[config.mk]
export PLATFORM = sky130hd
export DESIGN_NAME = affine_subblock_scheduler
export DESIGN_NICKNAME = d
export VERILOG_FILES = /design/src/rtl/affine_subblock_scheduler_pkg.sv /design/src/rtl/affine_subblock_scheduler_grid_counter.sv /design/src/rtl/affine_subblock_scheduler.sv
export SDC_FILE = /design/constraint.sdc
export NUM_CORES = 1
export LEC_CHECK = 0
export ABC_AREA = 1
export BUFFER_PORTS_ARGS = -buffer_cell sky130_fd_sc_hd__buf_2
export CORE_ASPECT_RATIO = 1.25
export CORE_UTILIZATION = 30
export DETAILED_ROUTE_END_ITERATION = 10
export PLACE_DENSITY = 0.52
export SYNTH_ARGS = -nofsm -noshare
export SYNTH_HDL_FRONTEND = slang
export SYNTH_SLANG_ARGS = --single-unit
[constraint.sdc]
create_clock -name clk -period 2.3 [get_ports clk]
set_input_delay 0.46 -clock clk [delete_from_list [all_inputs] [get_ports clk]]
set_output_delay 0.46 -clock clk [all_outputs]
set_load 0.005 [all_outputs]
[src/rtl/affine_subblock_scheduler_pkg.sv]
// Shared types and constants for the affine sub-block scheduler.
package affine_subblock_scheduler_pkg;

    localparam int BLK_STEP_DEF = 4;
    localparam int CNT_W_DEF    = 4;
    localparam int COORD_W      = 8;
    localparam int CPMV_W       = 16;
    localparam int PERF_W       = 16;

    typedef enum logic [2:0] {
        ST_IDLE   = 3'd0,
        ST_LOAD   = 3'd1,
        ST_START  = 3'd2,
        ST_WAIT   = 3'd3,
        ST_NEXT   = 3'd4,
        ST_FINISH = 3'd5
    } sched_state_e;

endpackage

[src/rtl/affine_subblock_scheduler_grid_counter.sv]
// Raster-order column/row counter over a CU's sub-block grid.
module subblock_grid_counter #(
    parameter int CNT_W = 4
) (
    input  logic             clk,
    input  logic             rst_async_n,
    input  logic             clear,
    input  logic             advance,
    input  logic [CNT_W-1:0] w_m1,
    input  logic [CNT_W-1:0] h_m1,
    output logic [CNT_W-1:0] col,
    output logic [CNT_W-1:0] row,
    output logic             col_wrap,
    output logic             last
);

    assign col_wrap = (col == w_m1);
    assign last     = col_wrap && (row == h_m1);

    // On the final sub-block the column still wraps to 0 while the row holds.
    always_ff @(posedge clk or negedge rst_async_n) begin
        if (!rst_async_n) begin
            col <= '0;
            row <= '0;
        end else if (clear) begin
            col <= '0;
            row <= '0;
        end else if (advance) begin
            if (!col_wrap) begin
                col <= col + 1'b1;
            end else begin
                col <= '0;
                if (row != h_m1) row <= row + 1'b1;
            end
        end
    end

endmodule

[src/rtl/affine_subblock_scheduler.sv]
// Walks every sub-block of an affine CU, driving coord/CPMV and start into the core.
// Optional PERF_CYCLES counter is built when SCHED_PERF_CNT_EN is defined.
module affine_subblock_scheduler
    import affine_subblock_scheduler_pkg::*;
#(
    parameter int BLK_STEP = BLK_STEP_DEF,
    parameter int CNT_W    = CNT_W_DEF
) (
    input  logic                 clk,
    input  logic                 rst_async_n,
    input  logic                 req_valid,
    output logic                 req_ready,
    input  logic [COORD_W-1:0]   req_x0,
    input  logic [COORD_W-1:0]   req_y0,
    input  logic [CNT_W-1:0]     req_w_m1,
    input  logic [CNT_W-1:0]     req_h_m1,
    input  logic [CPMV_W-1:0]    req_cpmv_0,
    input  logic [CPMV_W-1:0]    req_cpmv_1,
    output logic                 core_start,
    output logic [COORD_W-1:0]   core_coord_x,
    output logic [COORD_W-1:0]   core_coord_y,
    output logic [CPMV_W-1:0]    core_cpmv_0,
    output logic [CPMV_W-1:0]    core_cpmv_1,
    input  logic                 core_done_all,
    output logic                 busy,
    output logic                 cu_done,
`ifdef SCHED_PERF_CNT_EN
    output logic [PERF_W-1:0]    perf_cycles,
`endif
    output logic [2*CNT_W-1:0]   sb_idx,
    output logic [2:0]           dbg_state
);

    sched_state_e state_q, state_d;

    logic [COORD_W-1:0] x0_q, y0_q;
    logic [CNT_W-1:0]   w_m1_q, h_m1_q;
    logic [CNT_W-1:0]   col, row;
    logic               col_wrap, grid_last;
    logic               accept;

    // Request handshake: a transfer happens on a rising edge where req_valid and
    // req_ready are both high; req_ready is high only in IDLE, fields are
    // captured on that edge and ignored otherwise.
    assign accept = req_valid && req_ready;

    subblock_grid_counter #(.CNT_W(CNT_W)) u_grid (
        .clk        (clk),
        .rst_async_n(rst_async_n),
        .clear      (accept),
        .advance    (state_q == ST_NEXT),
        .w_m1       (w_m1_q),
        .h_m1       (h_m1_q),
        .col        (col),
        .row        (row),
        .col_wrap   (col_wrap),
        .last       (grid_last)
    );

    always_ff @(posedge clk or negedge rst_async_n) begin
        if (!rst_async_n) state_q <= ST_IDLE;
        else              state_q <= state_d;
    end

    always_comb begin
        state_d = state_q;
        case (state_q)
            ST_IDLE:   if (req_valid) state_d = ST_LOAD;
            ST_LOAD:   state_d = ST_START;
            ST_START:  state_d = ST_WAIT;
            ST_WAIT:   if (core_done_all) state_d = ST_NEXT;
            ST_NEXT:   state_d = grid_last ? ST_FINISH : ST_LOAD;
            ST_FINISH: state_d = ST_IDLE;
            default:   state_d = ST_IDLE;
        endcase
    end

    always_ff @(posedge clk or negedge rst_async_n) begin
        if (!rst_async_n) begin
            x0_q         <= '0;
            y0_q         <= '0;
            w_m1_q       <= '0;
            h_m1_q       <= '0;
            core_cpmv_0  <= '0;
            core_cpmv_1  <= '0;
            core_coord_x <= '0;
            core_coord_y <= '0;
        end else begin
            if (accept) begin
                x0_q        <= req_x0;
                y0_q        <= req_y0;
                w_m1_q      <= req_w_m1;
                h_m1_q      <= req_h_m1;
                core_cpmv_0 <= req_cpmv_0;
                core_cpmv_1 <= req_cpmv_1;
            end
            // Coordinates wrap modulo 256 by truncation to COORD_W.
            if (state_q == ST_LOAD) begin
                core_coord_x <= x0_q + COORD_W'(BLK_STEP) * COORD_W'(col);
                core_coord_y <= y0_q + COORD_W'(BLK_STEP) * COORD_W'(row);
            end
        end
    end

`ifdef SCHED_PERF_CNT_EN
    always_ff @(posedge clk or negedge rst_async_n) begin
        if (!rst_async_n) begin
            perf_cycles <= '0;
        end else if (accept) begin
            perf_cycles <= PERF_W'(1);
        end else if (state_q != ST_IDLE && perf_cycles != '1) begin
            perf_cycles <= perf_cycles + 1'b1;
        end
    end
`endif

    assign req_ready  = (state_q == ST_IDLE);
    assign busy       = (state_q != ST_IDLE);
    assign core_start = (state_q == ST_START);
    assign cu_done    = (state_q == ST_FINISH);
    assign sb_idx     = {row, col};
    assign dbg_state  = state_q;

endmodule

==> results.py <==
metrics = {
    "run_status": {
        "outcome": "complete, but fails checks",
        "violations": "DRC",
    },
    "clock_tree": {
        "cts_root_buffer": "clkbuf_16",
        "hold_buffers": 0,
        "path_clk_slew_ns": 0.06,
        "cts_setup_buffers": 0,
        "cts_sinks": 83,
        "clk_latency_ns": 0.33,
        "ctsResizeCount": 0,
        "cts_made_buffers": 9,
        "cts_tree": "built",
        "htreeDepth": 3,
        "clock_path_buffers": 2,
    },
    "worst_setup_path": {
        "end_kind": "output pin",
        "regToRegSetupSlack_ns": 0.64,
        "worstPathArrival_ns": 1.28,
        "crit_required_ns": 1.84,
        "crit_type": "reg -> out",
        "critPathLaunchType": "flip-flop",
        "crit_fanout": 6,
    },
    "power_and_ir_drop": {
        "p_sw_frac": 0.371,
        "p_leak_nw": 2.82,
        "power_frac_seq": 0.372,
        "clkPwrFrac": 0.252,
        "comb_power_share": 0.376,
        "power_mw": 6.97,
        "worst_ir_drop_vdd_mv": 0.564,
        "intPower_mw": 4.39,
        "p_sw_mw": 2.58,
        "powerDensity_mw_per_mm2": 1390,
    },
    "floorplanning": {
        "dieArea_mm2": 0.0134,
        "die_y_um": 129,
        "die_x_um": 104,
        "rows": 46,
        "start_util": 0.306,
        "ios": 123,
        "coreArea_mm2": 0.0127,
    },
    "global_route": {
        "antenna_found_initial": 0,
        "grt_max_degree": 49,
        "grt_overflow": 0,
        "grt_pass1_wl_um": 15300,
        "grt_usage": 0.144,
        "grt_pass1_vias": 3119,
    },
    "layout": {
        "design_area_mm2": 0.00503,
        "fill_cells": 1323,
        "final_nets": 651,
        "drive_gt1_frac": 0.286,
        "area_growth_pct": 29.9,
    },
    "logic_synthesis": {
        "ys_top_cells_by_count": "224 x nand2_1, 83 x dfrtp_1, 30 x inv_1, 20 x nand3_1, 18 x o21ai_0",
        "yosysWarningCount": 0,
        "yosys-top-cells-area": "dfrtp_1 54%, nand2_1 22%, ha_1 3.2%, inv_1 2.9%, nand3_1 2.6%",
        "synthArstFlopShare": 1.00,
        "syn-cell-area_mm2": 0.00387,
        "synth.avg_cell_area_um2": 8.52,
        "synth_cells": 455,
        "yosysMostFrequentCell": "nand2_1",
        "yosys.area.top_type": "dfrtp_1",
        "synth_ff_type": "dfrtp_1",
        "yosysSeqAreaShare": 0.536,
        "synth_cell_types": 31,
        "syn_nets": 527,
        "ys_ff_latch": 83,
        "synth.top_cell.area_share": 0.536,
        "synth_edf_count": 0,
    },
    "sta": {
        "period_minus_slack_ns": 1.74,
        "setup_viol": 0,
        "grt_setup_unrepaired": "false",
        "setup_tns_ns": 0,
        "slew_headroom": 0.771,
        "worst_slew_pin_slew_ns": 0.344,
        "maxSlewViolCount": 0,
        "fmaxAchievable_mhz": 573,
        "holdWs_ns": 0.0173,
        "fin_crit_sh": 0.759,
        "clock_skew_ns": 0.00684,
        "hold_viol_final": 0,
    },
    "drt": {
        "drt.antenna.violating_nets": 0,
        "firstDrtPassIters": 8,
        "wirelength_um": 9070,
        "avgViaCountPerCell": 4.34,
        "detail_route.wl_per_cell_um": 12.0,
        "drtIter0Drc": 120,
        "vias": 3267,
        "drc": 2,
    },
    "flow_run": {
        "drv_cap": 0,
    },
    "place": {
        "place_area_mm2": 0.00467,
        "dp_hpwl_um": 6570,
        "port_buffers": 122,
        "gp_congestion": 0.766,
    },
    "worst_hold_path": {
        "hold_class": "in -> async",
    },
}
critical path, stage by stage (launching register included):
cell and delay, ns:
dfrtp_1 0.49, inv_1 0.09, nor3_1 0.20, buf_2 0.17
logic make-up after synthesis:
group,synth area share
compound gates,0.0475
fa+ha+maj,0.0426
simple gates,0.295
flops,0.536
xor+xnor,0.0203
buf+inv,0.0588
registers in the layout, summed over array words and instances (netlist names), 8 cells and up:
register	cells
x0_q	8
y0_q	8
core_cpmv_1	16
core_cpmv_0	16
core_coord_x	8
core_coord_y	8
power by group through the flow:
| stage | clock network, mW | logic (mW) | registers [mW] |
|---|---|---|---|
| after floorplan | 0 | 1.71 | 2.60 |
| after global placement | 0 | 2.61 | 2.60 |
| after detailed placement | 0 | 2.67 | 2.61 |
| after CTS | 1.82 | 2.67 | 2.60 |
| after global routing | 1.87 | 3.04 | 2.70 |
| final | 1.76 | 2.62 | 2.59 |
placed cells by master, fill, tap and decap left out, types with 2 or more instances in the layout:
master / Yosys / layout
buf_4: 4 / 3
clkbuf_16: 0 / 9
fa_1: 2 / 2
bufinv_16: 0 / 4
xnor2_1: 6 / 6
o21ai_1: 4 / 4
inv_2: 4 / 4
buf_12: 0 / 2
nor2_1: 6 / 6
xor2_1: 3 / 3
clkinv_4: 0 / 2
a21oi_1: 3 / 3
dfrtp_1: 83 / 83
or2_2: 2 / 2
inv_4: 2 / 2
inv_1: 30 / 30
nand3_2: 2 / 2
nor3_1: 2 / 2
o21ai_0: 18 / 18
nand2_2: 3 / 3
nor2_2: 2 / 2
o21ai_2: 6 / 6
nand3_1: 20 / 20
buf_2: 7 / 121
ha_1: 10 / 10
nand2_1: 224 / 224
nand4_1: 3 / 3
stage by stage:
step	utilization	worst slack, ns	cells
floorplan	-	0.770	455
global placement	0.368	0.703	736
detailed placement	0.368	0.666	736
CTS	0.397	0.530	752
global route	0.397	0.434	752
finish	0.398	0.555	753
layer usage:
metal,GRT usage,part of all wire
met5,0,0
met3,0.0448,0.072
met1,0.184,0.46
met4,0.0454,0.012
met2,0.233,0.46
final timing paths:
kind,end,cells past startpoint,from
min,core_coord_x[7]$_DFFE_PN0P_,1,rst_async_n
min reg2reg,core_cpmv_1[10]$_DFFE_PN0P_,2,core_cpmv_1[10]$_DFFE_PN0P_
max,core_start,3,dbg_state[1]$_DFFE_PN0P_
min in group clk,core_cpmv_1[4]$_DFFE_PN0P_,3,req_cpmv_1[4]
max reg2reg,core_coord_x[6]$_DFFE_PN0P_,6,u_grid.col[0]$_DFFE_PN0P_
max in group asynchronous,dbg_state[1]$_DFFE_PN0P_,2,rst_async_n
final cells by class:
type | count | area (um2) | area share
timing repair buffer | 126 | 668 | 0.133
antenna | 1 | 2.50 | 0.000497
multi-input combinational | 323 | 1570 | 0.312
tap | 168 | 210 | 0.0417
inverter | 36 | 140 | 0.0278
clock inverter | 6 | 138 | 0.0273
sequential | 83 | 2080 | 0.413
clock buffer | 10 | 229 | 0.0455
Power figures use the tool's default switching activity.
